[config.mk]
export PLATFORM = sky130hd
export DESIGN_NAME = fifo_sym_packer_flat
export DESIGN_NICKNAME = d
export VERILOG_FILES = /design/src/rtl/fifo_sym_packer_pkg.sv /design/src/rtl/fifo_sym_packer_if.sv /design/src/rtl/fifo_sym_packer.sv /design/src/flat_wrapper.sv
export SDC_FILE = /design/constraint.sdc
export NUM_CORES = 1
export LEC_CHECK = 0
export BUFFER_PORTS_ARGS = -buffer_cell sky130_fd_sc_hd__buf_2
export CAP_MARGIN = 20
export CORE_ASPECT_RATIO = 0.8
export CORE_MARGIN = 2
export CORE_UTILIZATION = 30
export DETAILED_ROUTE_END_ITERATION = 12
export PLACE_DENSITY = 0.47
export SLEW_MARGIN = 40
export SYNTH_ARGS = -nofsm -noshare
export SYNTH_HDL_FRONTEND = slang
export SYNTH_SLANG_ARGS = --single-unit
[constraint.sdc]
create_clock -name clk -period 3.8 [get_ports clk]
set_input_delay 0.57 -clock clk [delete_from_list [all_inputs] [get_ports clk]]
set_output_delay 0.57 -clock clk [all_outputs]
set_load 0.02 [all_outputs]
[src/rtl/fifo_sym_packer_pkg.sv]
// fifo_sym_packer_pkg
//   Shared types and helpers for the symbol packer.
//   state_e : FILL collects symbols into the word register, OUT holds a word
//             on the valid/ready port until it is accepted.
//   cw_f    : width of the symbol-count field, enough to hold 0..PACK.
package fifo_sym_packer_pkg;

  typedef enum logic {
    FILL = 1'b0,
    OUT  = 1'b1
  } state_e;

  function automatic int cw_f(input int pack);
    return $clog2(pack + 1);
  endfunction

endpackage

[src/rtl/fifo_sym_packer_if.sv]
// fifo_sym_packer_if
//   Bundles the FIFO-side pop interface and the word-side valid/ready port.
//   master : the packer (drives pop, valid, data, count)
//   slave  : the environment (FIFO + downstream consumer)
//   din/empty/pop : FIFO dout, empty flag, pop strobe
//   flush         : request to emit a partial word
//   ready/valid   : word handshake; data/count carry the word and its size
interface fifo_sym_packer_if #(
  parameter int WIDTH = 2,
  parameter int PACK  = 4
);
  import fifo_sym_packer_pkg::*;

  localparam int CW = cw_f(PACK);

  logic [WIDTH-1:0]      din;
  logic                  empty;
  logic                  pop;
  logic                  flush;
  logic                  ready;
  logic                  valid;
  logic [WIDTH*PACK-1:0] data;
  logic [CW-1:0]         count;

  modport master (
    input  din, empty, flush, ready,
    output pop, valid, data, count
  );

  modport slave (
    output din, empty, flush, ready,
    input  pop, valid, data, count
  );

endinterface

[src/rtl/fifo_sym_packer.sv]
// fifo_sym_packer
//   Pops WIDTH-bit symbols from a FIFO and packs PACK of them LSB-first into
//   one word, presented on a valid/ready port together with a symbol count.
//   A flush emits whatever has been collected so far as a short word.
// Ports
//   clk   : clock, all state on posedge
//   reset : synchronous, active-high; discards any partial word
//   io    : fifo_sym_packer_if.master (FIFO pop side + word output side)
// Only io.pop is combinational; valid/data/count come straight from flops.
module fifo_sym_packer
  import fifo_sym_packer_pkg::*;
#(
  parameter int WIDTH = 2,
  parameter int PACK  = 4
) (
  input  logic             clk,
  input  logic             reset,
  fifo_sym_packer_if.master io
);

  localparam int CW   = cw_f(PACK);
  localparam int CNTW = $clog2(PACK);
  localparam logic [CNTW-1:0] LAST = CNTW'(PACK - 1);

  state_e                state_q, state_d;
  logic [CNTW-1:0]       cnt_q, cnt_d;
  logic [WIDTH*PACK-1:0] data_q, data_d;
  logic [CW-1:0]         count_q, count_d;
  logic                  pop;

  // In OUT a pop is only allowed in the accept cycle, so the popped symbol
  // lands in slot 0 of the next word without a bubble.
  assign pop = !reset && !io.empty &&
               ((state_q == FILL) || ((state_q == OUT) && io.ready));

  assign io.pop   = pop;
  assign io.valid = (state_q == OUT);
  assign io.data  = data_q;
  assign io.count = count_q;

  always_comb begin
    state_d = state_q;
    cnt_d   = cnt_q;
    data_d  = data_q;
    count_d = count_q;
    case (state_q)
      FILL: begin
        if (pop) begin
          for (int i = 0; i < PACK; i++) begin
            if (cnt_q == CNTW'(i)) data_d[i*WIDTH +: WIDTH] = io.din;
          end
          cnt_d = cnt_q + 1'b1;
        end
        if (pop && (cnt_q == LAST)) begin
          state_d = OUT;
          count_d = CW'(PACK);
          cnt_d   = '0;
        end else if (io.flush && ((cnt_q != '0) || pop)) begin
          // a symbol popped in the flush cycle belongs to the flushed word
          state_d = OUT;
          count_d = CW'(cnt_q) + CW'(pop);
          cnt_d   = '0;
        end
      end
      OUT: begin
        // flush is deliberately not looked at here; it is not queued
        if (io.ready) begin
          state_d = FILL;
          data_d  = '0;
          count_d = '0;
          cnt_d   = '0;
          if (pop) begin
            data_d[WIDTH-1:0] = io.din;
            cnt_d             = CNTW'(1);
          end
        end
      end
      default: state_d = FILL;
    endcase
  end

  always_ff @(posedge clk) begin
    if (reset) begin
      state_q <= FILL;
      cnt_q   <= '0;
      data_q  <= '0;
      count_q <= '0;
    end else begin
      state_q <= state_d;
      cnt_q   <= cnt_d;
      data_q  <= data_d;
      count_q <= count_d;
    end
  end

endmodule

[src/flat_wrapper.sv]
// flat-port wrapper written by rule: the top's interface ports become plain ports
module fifo_sym_packer_flat import fifo_sym_packer_pkg::*;
#(
  parameter int WIDTH = 2,
  parameter int PACK  = 4
)
  (clk, reset, io_din, io_empty, io_flush, io_ready, io_pop, io_valid, io_data, io_count);
  fifo_sym_packer_if #(.WIDTH(WIDTH), .PACK(PACK)) io_i ();
  input  logic clk;
  input  logic reset;
  input wire logic [$bits(io_i.din)-1:0] io_din;
  input wire logic [$bits(io_i.empty)-1:0] io_empty;
  input wire logic [$bits(io_i.flush)-1:0] io_flush;
  input wire logic [$bits(io_i.ready)-1:0] io_ready;
  output wire logic [$bits(io_i.pop)-1:0] io_pop;
  output wire logic [$bits(io_i.valid)-1:0] io_valid;
  output wire logic [$bits(io_i.data)-1:0] io_data;
  output wire logic [$bits(io_i.count)-1:0] io_count;
  assign io_i.din = io_din;
  assign io_i.empty = io_empty;
  assign io_i.flush = io_flush;
  assign io_i.ready = io_ready;
  assign io_pop = io_i.pop;
  assign io_valid = io_i.valid;
  assign io_data = io_i.data;
  assign io_count = io_i.count;
  fifo_sym_packer #(.WIDTH(WIDTH), .PACK(PACK)) u_core (.clk(clk), .reset(reset), .io(io_i));
endmodule
; Word level (Yosys, flattened, before mapping)
; Cells that the tools add are included.
; Widths: inputs -> output; s select.
[classes]
add_sub_neg = 2
eq_ne = 11
n_mux = 22
n_bitwise = 1
reduce_logical = 17
[op_table]
columns = operator, n
row1 = $mux 2, 9
row2 = $mux 8, 2
row3 = $pmux 8 s2, 1
row4 = $reduce_and 3->1, 4
row5 = $ne 2x2->1 const B, 5
row6 = $mux 3, 3
row7 = $pmux 3 s2, 1
row8 = $logic_and 1x1->1, 5
row9 = $eq 2x2->1 const B, 2
row10 = $mux 1, 4
row11 = $ne 4x3->1 const B, 1
row12 = $pmux 2 s2, 1
row13 = $reduce_and 2->1, 2
row14 = $add 2x1->3, 1
row15 = $ne 3x3->1 const B, 1
row16 = $add 2x1->2 const B, 1
row17 = $eq 2x1->1 const B, 1
row18 = $logic_not 1->1, 2
row19 = $logic_not 2->1, 1
row20 = $logic_or 1x1->1, 2
row21 = $ne 2x1->1 const B, 1
row22 = $pmux 1 s2, 1
row23 = $reduce_bool 2->1, 1
row24 = $not 1->1, 1
[totals]
regBits = 14
input_bits = 7
out_inout_bits = 13
elab_cells = 60

; Longest topological paths before layout
; Gate-level depths: netlist of the first run.
[depth]
depth_word = 8
mapped_depth = 7
mapped_depth_nobuf = 6

; Least setup slack after synthesis of the first run
; No wires, ideal clock.
[synth_path]
path_type = in2out
from = input reset
to = output io_pop
t_arrival_ns = 1.392
required_ns = 3.230
setup_slack_ns = 1.838
stages = 4
n_path_buf = 2
cell_sequence = buf_6 > nor2_1 > clkbuf_1 > and2_1
[synth_between]
elab_chain_len = 3
[synth_lines]
columns = item, line_no
row1 = from (decl), flat_wrapper.sv:10  ; input logic reset;
row2 = $logic_not 1->1, fifo_sym_packer.sv:33  ; assign pop = !reset && !io.empty &&
row3 = $logic_and 1x1->1 (2 in series), fifo_sym_packer.sv:33
row4 = to (decl), flat_wrapper.sv:15  ; output wire logic [$bits(io_i.pop)-1:0] io_pop;
; No other way between the ends.

; Final worst setup path of the first run
; Same ends and word-level chain as after synthesis.

==> results.py, run 1 <==
metrics = {
    "global_routing": {
        "gr-total-overflow": 0,
        "antenna_found_initial": 0,
        "grt_max_degree": 22,
        "grt_pass1_vias": 706,
        "track_usage_pct": 14.2,
        "grt_pass1_wl_um": 3260,
    },
    "critical_path": {
        "arrival_ns": 1.73,
        "slowest_delay_ns": 0.58,
        "crit_type": "primary input to output pin",
        "crit_chain": "buf_2 -> nor2_1 -> and2_1 -> buf_2",
        "r2r_start": "u_core.io.valid$_SDFF_PP0_",
        "cp_common_cell": "buf_2",
        "cp-start-kind": "primary input",
        "end_kind": "output pin",
        "worstPathMaxFanout": 17,
        "reg2reg_slack_ns": 2.01,
        "critPathBufInv": 2,
        "r2r-end": "u_core.io.count[2]$_SDFFE_PP0P_",
        "reg2reg_depth": 5,
        "critPathSlowestCell": "nor2_1",
        "crit_required_ns": 3.23,
        "cp_top_family": "simple AND/OR/NAND/NOR gates",
    },
    "clock_tree": {
        "htree_levels": 1,
        "cts_buffer_depth": 2,
        "cts_tree": "built",
        "clock_sinks": 14,
        "cts_root_buf": "clkbuf_4",
        "cts_resized": 0,
        "post-cts-setup-buffer-count": 0,
        "hold_buffers": 0,
        "path_clk_slew_ns": 0.09,
        "cts_buffers": 3,
        "insertion_delay_ns": 0.28,
    },
    "cells_and_area": {
        "n_antenna_cell": 0,
        "final_common_cell": "buf_2",
        "post-route-util_pct": 37.8,
        "layout_common_cells": "buf_2 (19), dfxtp_1 (14), a21oi_1 (12), nand3_1 (10), nand2_1 (8)",
        "instances_no_fill": 151,
        "area_growth_syn_to_layout_pct": 17.2,
        "fin_nets": 128,
        "fillers": 277,
        "layout-drive-gt1-share_pct": 21.7,
    },
    "logic_synthesis": {
        "postSynthCellCount": 98,
        "synth_cell_types": 28,
        "syn_area_um2": 806,
        "synth-edff-count": 0,
        "syn-num-nets": 110,
        "synth_area_per_cell_um2": 8.22,
        "yosysWarnings": 0,
        "ys_seq_area_share_pct": 34.8,
        "ys_seq_elements": 14,
        "async_flop_share_pct": 0,
        "synth_flop_cell": "dfxtp_1",
    },
    "sta": {
        "setup_violations": 0,
        "fmax_mhz": 435,
        "slew_violations": 0,
        "maxSlewHeadroom_pct": 54.0,
        "hold_viol": 0,
        "setup_tns_ns": 0,
        "period_share_pct": 60.5,
        "rsz0062_at_grt": "no",
        "layout_min_cycle_time_ns": 2.30,
        "clock_skew_ns": 0.00156,
        "worstMarginPinSlew_ns": 0.688,
    },
    "placed_design": {
        "globalplace.congestion": 0.806,
        "hpwl_um": 1420,
        "dp.cells": 147,
        "port_buffers": 19,
    },
    "job": {
        "maxCapViolCount": 0,
    },
    "floorplanning": {
        "rows": 16,
        "pin_count": 20,
        "start_util_pct": 32.2,
        "dieWidth_um": 61.9,
        "die_y_um": 50.4,
        "dieArea_um2": 3120,
        "core-area_um2": 2500,
    },
    "drt": {
        "viasPerCell": 5.03,
        "drtPass1Iterations": 4,
        "wl_um": 1970,
        "drt_iter0_markers": 31,
        "vias": 760,
        "ant_nets": 0,
        "avgRoutedWirePerCell_um": 13.1,
        "drc": 0,
    },
    "min_path": {
        "hold_depth": 2,
        "min_path_type": "flop to flop",
        "min_to": "u_core.io.count[1]$_SDFFE_PP0P_",
        "hold_start": "u_core.io.count[1]$_SDFFE_PP0P_",
    },
    "outcome": {
        "outcome": "finished clean",
    },
    "power_and_ir_drop": {
        "p_per_area_nw_per_um2": 365,
        "vdd_drop_max_v": 0.000159,
        "total_leakage_power_uw": 0.000398,
        "total_power_uw": 345,
    },
}
[registers in the layout, summed over array words and instances, names as in the netlist]
name and cells:
u_core.io.data 8, u_core.cnt_q 2, u_core.io.count 3, u_core.io.valid 1
[kinds of logic (layout without fill, tap and decap cells)]
logic type      Yosys count  after routing  synth area share [%]
buf+inv                  10             27                  6.52
flops                    14             14                  34.8
simple gates             39             39                  26.9
fa+ha+maj                 5              5                  7.76
compound gates           28             28                  21.6
mux                       2              2                  2.48
[area by class of cell]
cell class                 instances  area, um2  area share (%)
clock buffer                       4       36.3            3.84
inverter                           4       15.0            1.59
multi-input combinational         74        473            50.1
sequential                        14        280            29.7
tap                               36       45.0            4.77
timing repair buffer              19       95.1            10.1
[per-layer routing]
metal  share of wire, %  global-route usage [%]  wire [um]  vias to the layer above
met5                  0                       0          0                        -
met4               0.76                    3.19         15                        0
met3                5.2                    5.93        103                        2
met2                 41                    20.0        814                       14
met1                 53                    20.1       1040                      355
li1                   -                       -          -                      389
[synthesized netlist by cell type, drive strengths merged (2+ instances only)]
master | n | area share [%]
a211o | 2 | 2.2
a21oi | 12 | 7.5
and2 | 2 | 1.9
buf | 2 | 2.8
clkbuf | 4 | 1.9
dfxtp | 14 | 35
ha | 5 | 7.8
inv | 4 | 1.9
mux2i | 2 | 2.5
nand2 | 8 | 3.7
nand2b | 3 | 2.3
nand3 | 10 | 6.2
nand4b | 6 | 6.5
nor2 | 4 | 1.9
nor3 | 2 | 1.2
o211ai | 2 | 1.9
o21ai | 6 | 3.7
[how the worst max path moves through the flow]
stage	start	endpoint	slack, ns	depth (start not counted)
final	reset	io_pop	1.50	4
after global routing	reset	io_pop	1.40	4
after CTS	reset	io_pop	1.52	4
after detailed placement	reset	io_pop	1.52	4
after global placement	reset	io_pop	1.53	4
after floorplan	reset	io_pop	1.84	4
[power breakdown]
group | internal, uW | switching, uW
logic | 28.7 | 42.2
registers | 153 | 9.97
clock network | 58.3 | 53.0
total | 240 | 105
[worst register-to-register path, delay by kind of cell (launching register included)]
kind / cells / cell delay, ns
flops: 1 / 0.70
simple gates: 2 / 0.56
compound gates: 2 / 0.24
fa+ha+maj: 1 / 0.17
[stage by stage]
step	area (um2)	setup WS [ns]	hold WS, ns
after global routing	945	1.40	0.503
final	945	1.50	0.467
after global placement	908	1.53	0.449
after detailed placement	908	1.52	0.458
after CTS	945	1.52	0.474
after floorplan	806	1.84	0.484
Note: power is estimated with default switching activity, not from simulation.
==> run 2: changes to the inputs <==
--- a/config.mk
+++ b/config.mk
@@ -11,7 +11,7 @@
 export CORE_MARGIN = 2
 export CORE_UTILIZATION = 30
 export DETAILED_ROUTE_END_ITERATION = 12
-export PLACE_DENSITY = 0.47
+export PLACE_DENSITY = 0.49
 export SLEW_MARGIN = 40
 export SYNTH_ARGS = -nofsm -noshare
 export SYNTH_HDL_FRONTEND = slang
==> constraint.sdc (replaced) <==
create_clock -name clk -period 2.1 [get_ports clk]
set_input_delay 0.315 -clock clk [delete_from_list [all_inputs] [get_ports clk]]
set_output_delay 0.315 -clock clk [all_outputs]
set_load 0.02 [all_outputs]
==> results.py, run 2 (same netlist as run 1, synthesis figures left out) <==
metrics = {
    "outcome": {
        "outcome": "finished clean",
    },
    "critical_path": {
        "end_kind": "flop",
        "crit_required_ns": 2.32,
        "slowest_delay_ns": 0.51,
        "critPathBufInv": 1,
        "reg2reg_slack_ns": 0.35,
        "crit_chain": "inv_1 -> ha_1 -> nand2b_1 -> and2_4 -> a221o_1 -> nor2_1",
        "critical_path_depth": 6,
        "arrival_ns": 1.97,
        "worstPathMaxFanout": 9,
        "crit_type": "flop to flop",
        "cp_top_family": "flip-flops",
        "critPathSlowestCell": "dfxtp_1",
        "r2r_start": "u_core.cnt_q[0]$_SDFFE_PP0P_",
        "reg2reg_depth": 6,
        "cp-start-kind": "flop",
        "startpoint": "u_core.cnt_q[0]$_SDFFE_PP0P_",
        "r2r-end": "u_core.cnt_q[0]$_SDFFE_PP0P_",
    },
    "clock_tree": {
        "cts_buffer_depth": 2,
        "hold_buffers": 0,
        "insertion_delay_ns": 0.28,
        "cts_tree": "built",
        "cts_buffers": 3,
        "cts_resized": 0,
        "post-cts-setup-buffer-count": 0,
        "htree_levels": 1,
        "path_clk_slew_ns": 0.09,
        "cts_root_buf": "clkbuf_4",
        "clock_sinks": 14,
    },
    "global_routing": {
        "grt_pass1_wl_um": 3130,
        "gr-total-overflow": 0,
        "grt_pass1_vias": 670,
        "track_usage_pct": 14.0,
        "antenna_found_initial": 0,
        "grt_max_degree": 21,
    },
    "sta": {
        "clock_skew_ns": 0.00392,
        "rsz0062_at_grt": "no",
        "fmax_mhz": 573,
        "maxSlewHeadroom_pct": 75.1,
        "setup_tns_ns": 0,
        "worstMarginPinSlew_ns": 0.372,
        "setup_violations": 0,
        "period_share_pct": 83.1,
        "slew_violations": 0,
        "hold_viol": 0,
        "hold-worst-slack_ns": 0.312,
        "layout_min_cycle_time_ns": 1.75,
    },
    "cells_and_area": {
        "final_common_cell": "buf_2",
        "layout-drive-gt1-share_pct": 23.1,
        "fillers": 282,
        "largest_register_ff_count": 8,
        "area_growth_syn_to_layout_pct": 19.1,
        "layout_common_cells": "buf_2 (19), dfxtp_1 (14), a21oi_1 (12), nand3_1 (10), nand2_1 (8)",
        "post-route-util_pct": 38.4,
        "instances_no_fill": 153,
        "fin_nets": 130,
        "n_antenna_cell": 0,
    },
    "min_path": {
        "hold_start": "io_din[0]",
        "hold_depth": 3,
        "min_path_type": "primary input to flop",
        "min_to": "u_core.io.data[0]$_SDFFE_PP0P_",
    },
    "drt": {
        "drt_iter0_markers": 26,
        "viasPerCell": 5.04,
        "drtPass1Iterations": 4,
        "drc": 0,
        "vias": 771,
        "ant_nets": 0,
        "wl_um": 2000,
        "avgRoutedWirePerCell_um": 13.1,
    },
    "power_and_ir_drop": {
        "p_per_area_nw_per_um2": 653,
        "switchingPower_uw": 189,
        "p_seq_share_pct": 46.2,
        "switching_share_pct": 30.2,
        "power.share.combinational_pct": 21.9,
        "pwr-share-clk_pct": 31.9,
        "p_int_uw": 437,
        "total_leakage_power_uw": 0.000408,
        "vdd_drop_max_v": 0.000289,
    },
    "floorplanning": {
        "rows": 16,
        "dieArea_um2": 3120,
        "core-area_um2": 2500,
        "dieWidth_um": 61.9,
        "pin_count": 20,
        "die_y_um": 50.4,
        "start_util_pct": 32.2,
    },
    "placed_design": {
        "globalplace.congestion": 0.842,
        "hpwl_um": 1460,
        "dp.cells": 149,
        "port_buffers": 19,
    },
    "job": {
        "maxCapViolCount": 0,
    },
}
==> run 2: cell types whose count changed in the layout (fill, tap and decap cells not counted) <==
cell,before,now
buf_4,0,2
==> run 2: through the flow <==
| step | total power (uW) | area, um2 | setup slack (ns) |
|---|---|---|---|
| detailed placement | 433 | 923 | 0.360 |
| global placement | 434 | 923 | 0.348 |
| CTS | 636 | 960 | 0.336 |
| floorplan | 394 | 806 | 0.565 |
| finish | 627 | 960 | 0.354 |
| global route | 665 | 960 | 0.230 |
==> run 2: worst max-delay path by stage <==
stage,end,slack (ns)
after floorplan,u_core.io.count[2]$_SDFFE_PP0P_,0.57
after global placement,u_core.cnt_q[0]$_SDFFE_PP0P_,0.35
after detailed placement,u_core.io.count[2]$_SDFFE_PP0P_,0.36
after CTS,u_core.cnt_q[0]$_SDFFE_PP0P_,0.34
after global routing,u_core.cnt_q[1]$_SDFFE_PP0P_,0.23
final,u_core.cnt_q[0]$_SDFFE_PP0P_,0.35
==> run 2: power groups by stage <==
stage	sequential [uW]	clock, uW	combinational [uW]
after floorplan	302	0	92.0
after global placement	296	0	138
after detailed placement	296	0	137
after CTS	290	208	138
after global routing	292	221	153
final	290	200	137
==> run 2: metal layers <==
metal  global-route usage, %  up-vias  wire (um)
li1                        -      401          -
met1                    19.1      354       1020
met2                    20.7       14        899
met3                    6.19        2         77
met4                    2.13        0          8
met5                       0        -          0
==> run 2: worst min-delay path, cell delays in order <==
cell and delay, ns:
buf_2 0.13, nand2_1 0.06, a21oi_1 0.05
==> run 2: layout make-up <==
class	instances	area [um2]	share of cell area, %
flip-flops and latches	14	280	29.2
multi-input cells	74	473	49.3
well taps	36	45.0	4.69
clock buffers	4	36.3	3.78
repair buffers	21	110	11.5
inverters	4	15.0	1.56
